$ cat src/rtl/sr_ff_driver_pkg.sv
// Shared definitions for the SR flip-flop bank driver: FSM state codes,
// {s,r} excitation codes and the per-bit excitation rule.
package sr_ff_driver_pkg;

  localparam logic [1:0] ST_IDLE  = 2'd0;
  localparam logic [1:0] ST_DRIVE = 2'd1;
  localparam logic [1:0] ST_CHECK = 2'd2;

  typedef enum logic [1:0] {
    SR_HOLD    = 2'b00,
    SR_RESET   = 2'b01,
    SR_SET     = 2'b10,
    SR_INVALID = 2'b11
  } sr_code_e;

  // A bit whose modelled value is not trusted is always driven explicitly.
  function automatic sr_code_e sr_excitation(input logic known, input logic qm,
                                             input logic t);
    if (known && (qm == t)) return SR_HOLD;
    return t ? SR_SET : SR_RESET;
  endfunction

endpackage

$ cat src/rtl/sr_excite.sv
// One-bit combinational excitation: chooses HOLD/SET/RESET for a single
// SR flip-flop from its modelled state and its target.
module sr_excite
  import sr_ff_driver_pkg::*;
(
  input  logic     known,
  input  logic     qm,
  input  logic     t,
  output sr_code_e sr
);

  assign sr = sr_excitation(known, qm, t);

endmodule

$ cat src/rtl/sr_ff_driver.sv
// Excitation-side controller for a bank of SR flip-flops: accept target,
// drive {s,r} for one cycle, optionally verify q/qbar feedback.
// Feedback checking is built when SR_FF_DRIVER_CHECK_EN is defined.
module sr_ff_driver
  import sr_ff_driver_pkg::*;
#(
  parameter int WIDTH = 4
) (
  input  logic             clk,
  input  logic             rst,
  input  logic             tgt_valid,
  input  logic [WIDTH-1:0] tgt_data,
  output logic             tgt_ready,
  output logic [WIDTH-1:0] s,
  output logic [WIDTH-1:0] r,
  input  logic [WIDTH-1:0] q_fb,
  input  logic [WIDTH-1:0] qbar_fb,
  output logic             done,
  output logic             err,
  output logic [WIDTH-1:0] err_bits
);

  logic [1:0]       r_state;
  logic [WIDTH-1:0] r_qm;
  logic [WIDTH-1:0] r_known;
  logic [WIDTH-1:0] r_s;
  logic [WIDTH-1:0] r_r;
  logic             r_done;

  sr_code_e         w_sr [WIDTH];
  logic [WIDTH-1:0] w_set;
  logic [WIDTH-1:0] w_rst;
  logic             w_accept;

  for (genvar gi = 0; gi < WIDTH; gi++) begin : g_bit
    sr_excite u_excite (
      .known (r_known[gi]),
      .qm    (r_qm[gi]),
      .t     (tgt_data[gi]),
      .sr    (w_sr[gi])
    );
    assign w_set[gi] = w_sr[gi][1];
    assign w_rst[gi] = w_sr[gi][0];

    always_ff @(posedge clk) begin
      if (!rst) assert (w_sr[gi] != SR_INVALID);
    end
  end

  assign w_accept  = tgt_valid && (r_state == ST_IDLE);
  assign tgt_ready = (r_state == ST_IDLE);
  assign s         = r_s;
  assign r         = r_r;
  assign done      = r_done;

`ifdef SR_FF_DRIVER_CHECK_EN
  logic [WIDTH-1:0] r_tgt;
  logic             r_err;
  logic [WIDTH-1:0] r_err_bits;
  logic [WIDTH-1:0] w_mismatch;

  // A bit fails if either rail disagrees, catching inconsistent q==qbar too.
  assign w_mismatch = (q_fb ^ r_tgt) | (qbar_fb ^ ~r_tgt);
  assign err        = r_err;
  assign err_bits   = r_err_bits;
`else
  logic w_unused_fb;

  assign w_unused_fb = ^{q_fb, qbar_fb};
  assign err         = 1'b0;
  assign err_bits    = '0;
`endif

  // NOTE: every register here is updated with <= so all state advances
  // together on the edge; blocking assignments would create ordering races.
  always_ff @(posedge clk) begin
    if (rst) begin
      r_state    <= ST_IDLE;
      r_qm       <= '0;
      r_known    <= '0;
      r_s        <= '0;
      r_r        <= '0;
      r_done     <= 1'b0;
`ifdef SR_FF_DRIVER_CHECK_EN
      r_tgt      <= '0;
      r_err      <= 1'b0;
      r_err_bits <= '0;
`endif
    end else begin
      r_done <= 1'b0;
      case (r_state)
        ST_IDLE: begin
          if (w_accept) begin
            r_state <= ST_DRIVE;
            r_s     <= w_set;
            r_r     <= w_rst;
            r_qm    <= tgt_data;
            r_known <= '1;
`ifdef SR_FF_DRIVER_CHECK_EN
            r_tgt   <= tgt_data;
`endif
          end
        end
        ST_DRIVE: begin
          r_s <= '0;
          r_r <= '0;
`ifdef SR_FF_DRIVER_CHECK_EN
          r_state <= ST_CHECK;
`else
          r_state <= ST_IDLE;
          r_done  <= 1'b1;
`endif
        end
`ifdef SR_FF_DRIVER_CHECK_EN
        ST_CHECK: begin
          r_state    <= ST_IDLE;
          r_err_bits <= w_mismatch;
          r_err      <= r_err | (|w_mismatch);
          r_known    <= r_known & ~w_mismatch;
          r_done     <= 1'b1;
        end
`endif
        default: r_state <= ST_IDLE;
      endcase
    end
  end

  always_ff @(posedge clk) begin
    if (!rst) assert ((r_s & r_r) == '0);
  end

endmodule

$ cat config.mk
export PLATFORM = sky130hd
export DESIGN_NAME = sr_ff_driver
export DESIGN_NICKNAME = d
export VERILOG_FILES = /design/src/rtl/sr_ff_driver_pkg.sv /design/src/rtl/sr_excite.sv /design/src/rtl/sr_ff_driver.sv
export SDC_FILE = /design/constraint.sdc
export NUM_CORES = 1
export LEC_CHECK = 0
export BUFFER_PORTS_ARGS = -buffer_cell sky130_fd_sc_hd__clkbuf_2
export CORE_UTILIZATION = 43
export DETAILED_ROUTE_END_ITERATION = 10
export GPL_ROUTABILITY_DRIVEN = 0
export PLACE_DENSITY = 0.73
export SLEW_MARGIN = 25
export SYNTH_ARGS = -nofsm -noshare
export SYNTH_HDL_FRONTEND = slang
export SYNTH_SLANG_ARGS = --single-unit
$ cat constraint.sdc
create_clock -name clk -period 1.3 [get_ports clk]
set_input_delay 0.26 -clock clk [delete_from_list [all_inputs] [get_ports clk]]
set_output_delay 0.26 -clock clk [all_outputs]
set_load 0.05 [all_outputs]
Word level (Yosys, flattened, before mapping)
Cells that the tools add are included.
{ "totals": {"elab_cells": 43, "regBits": 15} }
{ "classes": {"reduce_logical": 10, "muxes": 21, "n_eq_ne": 5, "bitwise": 1} }
{ "op_table": {"columns": ["op", "count"], "rows": [
  ["two-way mux 2 bit", 12],
  ["case mux 4 bit (2 select lines)", 2],
  ["two-way mux 4 bit", 2],
  ["logical AND 1 bit", 5],
  ["two-way mux 1 bit", 5],
  ["== test 1 bit", 4],
  ["AND reduction 2 bit", 2],
  ["zero test 2 bit", 1],
  ["!= test 2 x 1 -> 1 bit, second input constant", 1],
  ["nonzero test 2 bit", 1],
  ["OR reduction 2 bit", 1],
  ["inverter 1 bit", 1]
]} }

Longest topological paths before layout
{ "depth": {"word_depth": 6, "ltp_mapped": 4, "ltp_nobuf": 3} }

Cells and area by module
A second synthesis with hierarchy kept.
{ "unflattened": {"hier_cells": 72, "hier_area_um2": 720.7} }
{ "modules_own_cells": {"columns": ["mod", "seq_area_each_um2", "area_per_inst_um2", "n_inst", "cells_per_inst"], "rows": [
  ["sr_ff_driver", 300.3, 625.6, 1, 60],
  ["sr_excite", 0.0, 23.8, 4, 3]
]} }

Worst setup path before layout
Ideal clock, no wire load.
{ "synth_path": {"kind": "register to register", "startpoint": "register r[3] (netlist name)", "endpoint": "register r_r[3] (netlist: r[3])", "period_less_slack_ns": 0.966, "n_path_buf": 0, "path_stages_with_launch": 4, "arrival_time_ns": 0.851, "setup_time_ns": 0.115, "path_slack_ns": 0.334, "cell_sequence": "dfxtp_1 > and2b_1 > a31oi_1 > nor2_1"} }
{ "synth_rtl": {"columns": ["element", "line_no", "source"], "rows": [
  ["end signal, assigned", "sr_ff_driver.sv:96", "r_r <= w_rst;"],
  ["end, declared", "sr_ff_driver.sv:27", "logic [WIDTH-1:0] r_r;"]
]} }

Final worst setup path
{ "layout_path": {"startpoint": "register r_state[0]", "endpoint": "output port tgt_ready"} }
{ "layout_between": {"elab_chain_cells": 1} }
{ "layout_lines": {"columns": ["element", "line_no", "source"], "rows": [
  ["start, declared", "sr_ff_driver.sv:23", "logic [1:0] r_state;"],
  ["start signal, assigned", "sr_ff_driver.sv:78", "r_state <= ST_IDLE;"],
  ["start signal, assigned", "sr_ff_driver.sv:94", "r_state <= ST_DRIVE;"],
  ["start signal, assigned", "sr_ff_driver.sv:110", "r_state <= ST_IDLE;"],
  ["zero test 2 bit", "sr_ff_driver.sv:51", "assign tgt_ready = (r_state == ST_IDLE);"],
  ["end, declared", "sr_ff_driver.sv:13", "output logic tgt_ready,"]
]} }
No other way between the ends.

==> results.ini <==
[synthesis]
synth_cell_types=16
netlist_instances=75
synth-seq-area-share_pct=46.4
ys_ff_latch=15
syn_area_per_cell_um2=8.62
ys.warnings.count=0
syn_area_um2=647

[cts]
clk_latency_ns=0.29
clk_pin_slew_ns=0.09
cts_tree=built
cts_sinks=15
h-tree-depth=1
ctsHoldBuffers=0
cts.path.max_buffers=2
cts.repair.resized=0
post_cts_buffers=0
cts_made_buffers=3
ctsRootBufferMaster=clkbuf_4

[power_and_ir_drop]
p_sw_share_pct=32.1
p_leak_nw=0.354
intPower_uw=651
sequentialPowerShare_pct=52.4
ir_worst_vdd_v=0.000558
power_frac_comb_pct=19.5
power.density_nw_per_um2=1310
pwr-share-clk_pct=28.2
p_sw_uw=307

[setup_path]
cpPeakStageDelay_ns=0.32
crit_chain=inv_1 -> clkbuf_2
critical_path.startpoint_type=flop
required_ns=1.04
cp-end-kind=output pin
cp_slowest_cell=dfxtp_1
arrival_ns=0.94
cp_max_fo=3
crit_type=reg -> out

[grt]
grt_pass1_vias=374
grt_antenna_before_repair=0
grt_pass1_wl_um=1520
overflow=0
grtUsageTotal_pct=14.3
grt_max_degree=17

[die]
coreArea_um2=1350
ios=30
die_w_um=40.8
start_util_pct=47.9
die_h_um=40.8
std_cell_rows=13
dieArea_um2=1660

[timing]
setup_tns_ns=0
clock.fmax_mhz=835
drv_slew=0
min_period_ns=1.20
rsz0062_at_grt=no
finalClockSkew_ns=0.00721
finalHoldViolations=0
finalSetupViolations=0
finalCritPeriodShare_pct=92.1

[cells_and_area]
final_cells=107
layout_commonest_cell=clkbuf_2
syn_to_final_growth_pct=13.0
num-nets-final=108
layout-drive-gt1-share_pct=23.9
diodes=0
num-fill-cells=135
mostFrequentLayoutCells=16 x clkbuf_2, 15 x dfxtp_1, 11 x nor2_1

[placed_design]
dp_hpwl_um=750
portBuffers=16
dp.cells=103

[drt]
ant_nets=0
drt_first_pass_iters=4
wl_per_cell_um=9.76
dr_total_vias=493
route.detailed.drc=0
drt-initial-drc-count=12
wl_um=1040
viasPerCell=4.61

[hold_path]
hold_class=in -> reg

[flow_run]
max_cap_viol_count=0

[outcome]
status=finished, final reports clean

worst max-delay path, delay by kind of cell (launching register included):
kind,cells,cell delay (ns)
buffers and inverters,2,0.34
flip-flops,1,0.32
cell usage after synthesis:
cell	count	area share, %
a21oi_1	4	3.1
a31oi_1	4	3.9
and2b_1	3	3.5
buf_2	1	0.77
buf_4	5	5.8
buf_6	2	3.5
conb_1	1	0.58
dfxtp_1	15	46
inv_1	5	2.9
mux2i_1	4	6.2
nand2_1	4	2.3
nand2b_1	8	7.7
nand3_1	4	3.1
nor2_1	11	6.4
nor2b_1	3	2.9
or2_2	1	0.97
area by class of cell:
class	instances	area, µm²	area share, %
clock buffers	3	22.5	3.08
clock inverters	1	5.00	0.685
inverters	5	18.8	2.57
multi-input cells	51	278	38.0
flip-flops and latches	15	300	41.1
well taps	15	18.8	2.57
repair buffers	17	87.6	12.0
worst paths after layout:
path                                 start         to  slack (ns)  depth (start not counted)
worst max-delay path            r_state[0]  tgt_ready        0.10                          2
worst min-delay path                   rst       done        0.23                          2
worst max register to register  r_state[0]    r_qm[2]        0.24                          3
worst min register to register  r_state[0]       done        0.47                          2
metrics by stage:
stage / hold slack, ns / total power [mW] / util [%] / setup WS (ns) / instance area, µm²
4_1_cts: 0.228 / 0.967 / 54.1 / 0.0941 / 731
3_5_place_dp: 0.454 / 0.700 / 52.1 / 0.251 / 703
2_1_floorplan: 0.327 / 0.676 / - / 0.334 / 662
5_1_grt: 0.233 / 1.01 / 54.1 / 0.0411 / 731
6_report: 0.234 / 0.958 / 54.1 / 0.102 / 731
3_3_place_gp: 0.448 / 0.696 / 52.1 / 0.265 / 703
logic make-up (layout without fill, tap and decap cells):
group                  Yosys count  count (layout)  share of synthesized area (%)
DFF                             15              15                           46.4
AOI/OAI and AO/OA                8               8                           6.96
and+or+nand+nor                 34              34                           26.9
muxes                            4               4                           6.19
buffers and inverters           13              26                           13.0
other                            1               5                          0.580
flip-flops by register name, indices dropped and copies added (netlist names):
signal,flops
r_known,1
r_qm,4
r_state,1
r,4
s,4
done,1
routing by layer:
metal	wire [µm]	track usage, %	vias to the layer above
li1	-	-	262
met1	504	17.1	215
met2	472	23.0	14
met3	51	3.80	2
met4	14	7.50	0
met5	0	0	-
power by group through the flow:
stage / logic, mW / clock network [mW] / registers, mW
6_report: 0.187 / 0.270 / 0.502
2_1_floorplan: 0.119 / 0 / 0.557
3_3_place_gp: 0.185 / 0 / 0.511
5_1_grt: 0.202 / 0.298 / 0.506
3_5_place_dp: 0.187 / 0 / 0.513
4_1_cts: 0.187 / 0.278 / 0.502
Note: power is estimated with default switching activity, not from simulation.
